--- config.mk ---
export PLATFORM = sky130hd
export DESIGN_NAME = sound_player
export DESIGN_NICKNAME = d
export VERILOG_FILES = /design/src/rtl/sound_player.sv
export SDC_FILE = /design/constraint.sdc
export NUM_CORES = 1
export LEC_CHECK = 0
export BUFFER_PORTS_ARGS = -buffer_cell sky130_fd_sc_hd__buf_4
export CAP_MARGIN = 10
export CORE_MARGIN = 2
export CORE_UTILIZATION = 65
export DETAILED_ROUTE_END_ITERATION = 6
export GPL_TIMING_DRIVEN = 0
export HOLD_SLACK_MARGIN = 0.12
export PLACE_DENSITY = 0.84
export SLEW_MARGIN = 25
export SYNTH_ARGS = -nofsm -noshare
export SYNTH_HDL_FRONTEND = slang
export SYNTH_SLANG_ARGS = --single-unit
export TNS_END_PERCENT = 1
--- constraint.sdc ---
create_clock -name clk -period 6.6 [get_ports clk]
set_input_delay 0 -clock clk [delete_from_list [all_inputs] [get_ports clk]]
set_output_delay 0 -clock clk [all_outputs]
set_load 0.05 [all_outputs]
--- src/rtl/sound_player.sv ---
// sound_player: sequencer for the 16-bit sound ROM (6-bit address, data valid one
// cycle after the address register is clocked). A start pulse selects one of four
// clips; its words are fetched in address order and rendered as a square wave.
//   Word format: [15:8] tone half-period in TONE_SCALE units (0 = rest),
//                [7:0]  duration in TICK_DIV-clock ticks (0 = skip word).
//   A word of 16'h0000 terminates the clip early.
// Ports:
//   clk, rst_n        clock, asynchronous active-low reset
//   start, clip_sel   play request (ignored while busy) and clip index
//   stop              abort the current clip (no done pulse)
//   loop              (SOUND_PLAYER_LOOP_EN only) repeat the clip at its end
//   rom_addr/rom_data sound ROM interface
//   buzzer            square-wave audio output
//   busy, done        activity flag, one-cycle end-of-clip pulse
// Configuration: define SOUND_PLAYER_LOOP_EN to add the loop input.
module sound_player #(
    parameter int unsigned TICK_DIV   = 100000,
    parameter int unsigned TONE_SCALE = 64,
    parameter int unsigned CLIP_LEN   = 16
) (
    input  logic        clk,
    input  logic        rst_n,
    input  logic        start,
    input  logic [1:0]  clip_sel,
    input  logic        stop,
`ifdef SOUND_PLAYER_LOOP_EN
    input  logic        loop,
`endif
    output logic [5:0]  rom_addr,
    input  logic [15:0] rom_data,
    output logic        buzzer,
    output logic        busy,
    output logic        done
);

    localparam int unsigned AW  = 6;
    localparam int unsigned TW  = (TICK_DIV > 1) ? $clog2(TICK_DIV) : 1;
    localparam int unsigned TCW = $clog2(255 * TONE_SCALE + 1);
    localparam int unsigned IW  = $clog2(CLIP_LEN + 1);

    typedef enum logic [2:0] {
        S_IDLE  = 3'd0,
        S_FETCH = 3'd1,
        S_WAIT  = 3'd2,
        S_LOAD  = 3'd3,
        S_PLAY  = 3'd4,
        S_FIN   = 3'd5
    } state_t;

    state_t          state_q, state_d;
    logic [AW-1:0]   base_q, base_d;
    logic [IW-1:0]   idx_q, idx_d;
    logic [AW-1:0]   rom_addr_q, rom_addr_d;
    logic [7:0]      tone_q, tone_d;
    logic [7:0]      dur_q, dur_d;
    logic [TW-1:0]   tick_q, tick_d;
    logic [TCW-1:0]  tcnt_q, tcnt_d;
    logic            buzzer_q, buzzer_d;
    logic            busy_q, busy_d;
    logic            done_q, done_d;

    logic            loop_c;
    logic [TCW-1:0]  half_c;
    logic [IW-1:0]   idx_inc_c;
    logic            last_word_c;
    logic            go_next_c;
    logic            go_fin_c;

`ifdef SOUND_PLAYER_LOOP_EN
    assign loop_c = loop;
`else
    assign loop_c = 1'b0;
`endif

    // Half-period length in clocks; full-width product so tone 255 never truncates.
    always_comb begin
        half_c      = TCW'(tone_q) * TCW'(TONE_SCALE);
        idx_inc_c   = idx_q + IW'(1);
        last_word_c = (idx_inc_c == IW'(CLIP_LEN));
    end

    // Next-state and datapath update.
    always_comb begin
        state_d    = state_q;
        base_d     = base_q;
        idx_d      = idx_q;
        rom_addr_d = rom_addr_q;
        tone_d     = tone_q;
        dur_d      = dur_q;
        tick_d     = tick_q;
        tcnt_d     = tcnt_q;
        buzzer_d   = buzzer_q;
        busy_d     = busy_q;
        done_d     = 1'b0;
        go_next_c  = 1'b0;
        go_fin_c   = 1'b0;

        case (state_q)
            S_IDLE: begin
                if (start) begin
                    base_d  = AW'(32'(clip_sel) * CLIP_LEN);
                    idx_d   = '0;
                    busy_d  = 1'b1;
                    state_d = S_FETCH;
                end
            end
            S_FETCH: begin
                // Address wraps modulo the 64-word ROM.
                rom_addr_d = base_q + AW'(idx_q);
                state_d    = S_WAIT;
            end
            S_WAIT: begin
                state_d = S_LOAD;
            end
            S_LOAD: begin
                tone_d = rom_data[15:8];
                dur_d  = rom_data[7:0];
                if (rom_data == 16'h0000) begin
                    go_fin_c = 1'b1;
                end else if (rom_data[7:0] == 8'd0) begin
                    go_next_c = 1'b1;
                end else begin
                    tick_d   = '0;
                    tcnt_d   = '0;
                    buzzer_d = 1'b0;
                    state_d  = S_PLAY;
                end
            end
            S_PLAY: begin
                if (tick_q == TW'(TICK_DIV - 1)) begin
                    tick_d = '0;
                    dur_d  = dur_q - 8'd1;
                    if (dur_q == 8'd1) begin
                        go_next_c = 1'b1;
                    end
                end else begin
                    tick_d = tick_q + TW'(1);
                end
                if (tone_q != 8'd0) begin
                    if (tcnt_q == half_c - TCW'(1)) begin
                        tcnt_d   = '0;
                        buzzer_d = ~buzzer_q;
                    end else begin
                        tcnt_d = tcnt_q + TCW'(1);
                    end
                end else begin
                    buzzer_d = 1'b0;
                end
            end
            S_FIN: begin
                busy_d  = 1'b0;
                state_d = S_IDLE;
            end
            default: begin
                state_d = S_IDLE;
            end
        endcase

        // Advance to the next word, or finish after the last one.
        if (go_next_c) begin
            buzzer_d = 1'b0;
            idx_d    = idx_inc_c;
            if (last_word_c) begin
                go_fin_c = 1'b1;
            end else begin
                state_d = S_FETCH;
            end
        end

        // End of clip: restart from word 0 when looping, else pulse done.
        if (go_fin_c) begin
            if (loop_c) begin
                idx_d   = '0;
                state_d = S_FETCH;
            end else begin
                done_d  = 1'b1;
                state_d = S_FIN;
            end
        end

        // Abort wins over everything else outside IDLE.
        if (stop && (state_q != S_IDLE)) begin
            state_d  = S_IDLE;
            buzzer_d = 1'b0;
            busy_d   = 1'b0;
            done_d   = 1'b0;
        end
    end

    // State and datapath registers.
    always_ff @(posedge clk or negedge rst_n) begin
        if (!rst_n) begin
            state_q    <= S_IDLE;
            base_q     <= '0;
            idx_q      <= '0;
            rom_addr_q <= '0;
            tone_q     <= '0;
            dur_q      <= '0;
            tick_q     <= '0;
            tcnt_q     <= '0;
            buzzer_q   <= 1'b0;
            busy_q     <= 1'b0;
            done_q     <= 1'b0;
        end else begin
            state_q    <= state_d;
            base_q     <= base_d;
            idx_q      <= idx_d;
            rom_addr_q <= rom_addr_d;
            tone_q     <= tone_d;
            dur_q      <= dur_d;
            tick_q     <= tick_d;
            tcnt_q     <= tcnt_d;
            buzzer_q   <= buzzer_d;
            busy_q     <= busy_d;
            done_q     <= done_d;
        end
    end

    assign rom_addr = rom_addr_q;
    assign buzzer   = buzzer_q;
    assign busy     = busy_q;
    assign done     = done_q;

endmodule

# After elaboration in Yosys (flattened, before gate mapping)
# Index checks and enable logic that the tools add are counted.
# op_classes
n_reduce_logical,18
add_sub_neg,6
n_bitwise,1
muxes,43
eq_ne,17
# ops
op,count
two-way mux 14 bit,4
two-way mux 17 bit,3
one-hot mux 17 bit (2 select lines),1
one-hot mux 14 bit (2 select lines),1
two-way mux 3 bit,7
two-way mux 1 bit,18
"adder 17 x 1 -> 17 bit, second input constant",1
"== test 17 bit, second input constant",1
zero test 16 bit,1
one-hot mux 8 bit (2 select lines),1
two-way mux 5 bit,3
one-hot mux 3 bit (5 select lines),1
"adder 14 x 1 -> 14 bit, second input constant",1
== test 14 bit,1
"subtractor 14 x 1 -> 14 bit, second input constant",1
"== test 8 x 1 -> 1 bit, second input constant",1
zero test 8 bit,1
two-way mux 8 bit,1
"!= test 2 bit, second input constant",4
"!= test 4 bit, second input constant",2
AND reduction 2 bit,4
AND reduction 4 bit,2
nonzero test 8 bit,1
"subtractor 8 x 1 -> 8 bit, second input constant",1
16 further kinds,23
# totals
reg_bits,66
in_bits,22
wordCells,96

# Longest topological paths before layout
# depth
word_depth,8
mapped_depth,9
mapped_depth_nobuf,8

# Worst setup path before layout
# OpenSTA, ideal clock, no wires.
# synth_timing
kind,register -> register
from,reg tick_q[0]
to,reg dur_q[1]
path_stages_with_launch,9
path_buffers,1
required_ns,6.473
t_arrival_ns,2.064
setup_slack_ns,4.408
setup_time_ns,0.127
cell_sequence,dfrtp_1 ha_1 nand2_1 or4_1 or4_4 and2_2 buf_6 a211oi_1 a21oi_1
# synth_between
elab_chain_len,3
# synth_rtl
element,line,text
start: declaration,56,"logic [TW-1:0] tick_q, tick_d;"
start signal: assignment,211,tick_q <= tick_d;
== test 17 bit,130,if (tick_q == TW'(TICK_DIV - 1)) begin
!= test 2 bit (no source line),-,
AND reduction 2 bit (no source line),-,
end signal: assignment,210,dur_q <= dur_d;
end: declaration,55,"logic [7:0] dur_q, dur_d;"
# No other way between the ends.
# A chain may end at the register's enable or synchronous reset.

# Worst setup path in the final report
# layout_timing
from,reg state_q[2]
to,reg tick_q[5]
# layout_between
elab_chain_len,3
word_cells_on_any_way,7
cone_classes,eq/ne (4); mux (1); reduce/logical (2)
# layout_rtl
element,line,text
start: declaration,50,"state_t state_q, state_d;"
start signal: assignment,205,state_q <= state_d;
== test 3 x 2 -> 1 bit or == test 3 bit (tied branches),98,case (state_q)
!= test 2 bit (no source line) or nonzero test 2 bit (tied branches),-,
AND reduction 3 bit (no source line),-,
# Parallel ways exist; a longest one is shown, timed or not.

==> impl_metrics.env <==
export IMPL_outcome="finished, final reports clean"
export IMPL_worst_ep_required_time_ps=6830
export IMPL_grt_pass1_vias=3397
export IMPL_critPathMaxFanout=10
export IMPL_ys_seq_elements=66
export IMPL_post_synth_top_count_cell="dfrtp_1"
export IMPL_rr_worst_depth=7
export IMPL_die_w_um=80.3
export IMPL_drv_slew=0
export IMPL_crit_type="flip-flop to flip-flop"
export IMPL_grt_max_degree=67
export IMPL_cts_buffer_depth=2
export IMPL_power_net_switching_w=0.000671
export IMPL_maxCapViolations=0
export IMPL_ys_warn_count=0
export IMPL_worst_pin_slew_ps=837
export IMPL_setup_viol=0
export IMPL_pwr_density_cell_nw_per_um2=365
export IMPL_cp_end_kind="flip-flop"
export IMPL_endpoint="tick_q[5]"
export IMPL_skew_ps=13.0
export IMPL_cts_sinks=66
export IMPL_drive_gt1_share_pct=13.7
export IMPL_intPower_w=0.000990
export IMPL_finalCritPeriodShare_pct=37.7
export IMPL_wirelength_um=9280
export IMPL_synthCells=428
export IMPL_crit_arrival_ps=2720
export IMPL_cts_setup_buffers=0
export IMPL_yosysTopAreaCellShare_pct=43.7
export IMPL_drc=0
export IMPL_seq_area_frac_synth_pct=43.7
export IMPL_final_cells=568
export IMPL_io_buffers=30
export IMPL_clkPwrFrac_pct=23.5
export IMPL_tritoncts="yes"
export IMPL_fmax_mhz=402
export IMPL_fin_nets=522
export IMPL_synth_area_leaders="dfrtp_1 (44%), o21ai_0 (6.1%), nand2_1 (5.9%)"
export IMPL_power_leakage_nw=2.00
export IMPL_placed_cells_incl_taps=530
export IMPL_grt_setup_unrepaired="no"
export IMPL_syn_nets=459
export IMPL_max_slew_margin_rel_pct=44.2
export IMPL_dieArea_um2=6440
export IMPL_synth_commonest_cells="dfrtp_1 (66), nand2_1 (59), o21ai_0 (46), nor2_1 (31), nand3_1 (25)"
export IMPL_core_um2=5570
export IMPL_track_usage_pct=31.0
export IMPL_synth_cell_types=53
export IMPL_grtUsageMet3_pct=4.16
export IMPL_multiInputGateArea_um2=2020
export IMPL_critPathLaunchType="flip-flop"
export IMPL_gr_total_overflow=0
export IMPL_timing_rr_end="tick_q[5]"
export IMPL_initial_core_util_pct=67.9
export IMPL_grtUsageMet2_pct=50.0
export IMPL_r2r_start="state_q[2]"
export IMPL_period_needed_ps=2490
export IMPL_place_congestion=0.893
export IMPL_area_delta_synth_final_pct=20.3
export IMPL_cts_max_level=3
export IMPL_synth_edff_count=0
export IMPL_drt_antenna_violating_nets=0
export IMPL_clk_latency_ps=350
export IMPL_die_h_um=80.3
export IMPL_grt_busiest_layer="met2"
export IMPL_diodes=0
export IMPL_regArea_um2=1650
export IMPL_cp_startpoint="state_q[2]"
export IMPL_hold_viol_final=0
export IMPL_synth_async_reset_ratio_pct=100
export IMPL_ios=31
export IMPL_reg2reg_setup_slack_ps=4110
export IMPL_met1_usage_pct=42.2
export IMPL_min_path_type="primary input to async pin"
export IMPL_clkTransAtPathRegs_ps=80
export IMPL_hpwl_um=5950
export IMPL_cts_root_buf="clkbuf_8"
export IMPL_numCtsBuffers=9
export IMPL_rows=27
export IMPL_vias_per_cell=6.35
export IMPL_antenna_found_initial=0
export IMPL_p_comb_share_pct=36.4
export IMPL_grt_pass1_wl_um=15500
export IMPL_synthFlopType="dfrtp_1"
export IMPL_yosys_area_top_type="dfrtp_1"
export IMPL_n_fill_cell=365
export IMPL_first_pass_iters=5
export IMPL_syn_area_um2=3780
export IMPL_p_seq_share_pct=40.1
export IMPL_tns_ps=0
export IMPL_p_sw_share_pct=40.4
export IMPL_detail_route_wl_per_cell_um=16.3
export IMPL_drtIter0Drc=261
export IMPL_peakVddDrop_mv=0.202
export IMPL_num_vias=3604
export IMPL_syn_area_per_cell_um2=8.84
layout make-up:
class / instances / area share, %
Clock inverter: 7 / 2.26
Clock buffer: 9 / 2.72
Timing Repair Buffer: 52 / 9.79
Tap cell: 72 / 1.98
Inverter: 8 / 0.660
Buffer: 17 / 1.82
Sequential cell: 66 / 36.3
Multi-Input combinational cell: 337 / 44.5
worst min-delay path by stage:
stage,startpoint,end,slack [ps]
2_1_floorplan,rst_n,base_q[4],-300
3_3_place_gp,rst_n,tcnt_q[7],150
3_5_place_dp,rst_n,tcnt_q[7],150
4_1_cts,rst_n,rom_addr[3],320
5_1_grt,rst_n,tone_q[0],390
6_report,rst_n,tcnt_q[7],290
placed cells by master (no fill, tap or decap), types with 4 or more instances in the layout:
cell,n
mux2_2,8
xnor2_1,8
xor2_1,7
clkbuf_1,12
a21oi_1,19
nor2b_1,6
o41ai_1,4
nand3_1,25
nor4_1,12
o21ai_0,46
ha_1,9
nor2_1,31
and3_1,12
nand4_1,10
nor3_1,11
nand2b_1,5
dfrtp_1,66
nand3b_1,5
nand2_1,59
o31ai_1,8
a22oi_1,4
inv_1,8
dlygate4sd3_1,22
buf_4,30
clkbuf_8,9
logic make-up after synthesis:
| kind of cell | after synthesis | share of synthesized area (%) |
|---|---|---|
| simple gates | 201 | 27.6 |
| compound gates | 102 | 16.4 |
| flops | 66 | 43.7 |
| buf+inv | 25 | 2.98 |
| xor+xnor | 15 | 3.47 |
| mux | 10 | 2.91 |
| fa+ha+maj | 9 | 2.98 |
metal layers:
metal / routed length, µm / part of all wire (%)
met1: 4200 / 45
met2: 4400 / 47
met3: 489 / 5.3
met4: 194 / 2.1
met5: 0 / 0
per-stage QoR:
step                total power (W)  hold slack, ps  worst slack, ps  utilization [%]  area (µm²)
finish                      0.00166             291             4110             81.6        4550
global route                0.00177             391             3830             81.6        4550
CTS                         0.00165             325             4130             81.5        4540
detailed placement          0.00124             155             4210             73.5        4100
global placement            0.00121             152             4200             73.5        4100
floorplan                   0.00107            -296             4410                -        3780
sequential cells by signal, indices dropped and copies added (netlist names):
| name | flops |
|---|---|
| dur_q | 8 |
| buzzer | 1 |
| base_q | 2 |
| rom_addr | 6 |
| done | 1 |
| busy | 1 |
| idx_q | 5 |
| tone_q | 8 |
| state_q | 3 |
| tcnt_q | 14 |
| tick_q | 17 |
what timing repair did:
action,in CTS,in global routing
hold endpoints to repair,91,0
setup endpoints to repair,0,0
gates resized for setup,0,0
hold buffers,22,0
power by group through the flow:
stage	clock network, W	registers [W]	logic, W
finish	0.000390	0.000665	0.000605
global route	0.000412	0.000682	0.000674
CTS	0.000393	0.000658	0.000595
global placement	0	0.000658	0.000553
floorplan	0	0.000663	0.000409
detailed placement	0	0.000663	0.000577
worst max-delay path: stages (launching register included):
cell and delay, ps:
dfrtp_1 370, clkbuf_1 320, nand3b_1 370, a21oi_1 140, nor2_1 520, clkbuf_1 400
o21ai_0 170, o41ai_1 90
(Power assumes the default switching activity.)
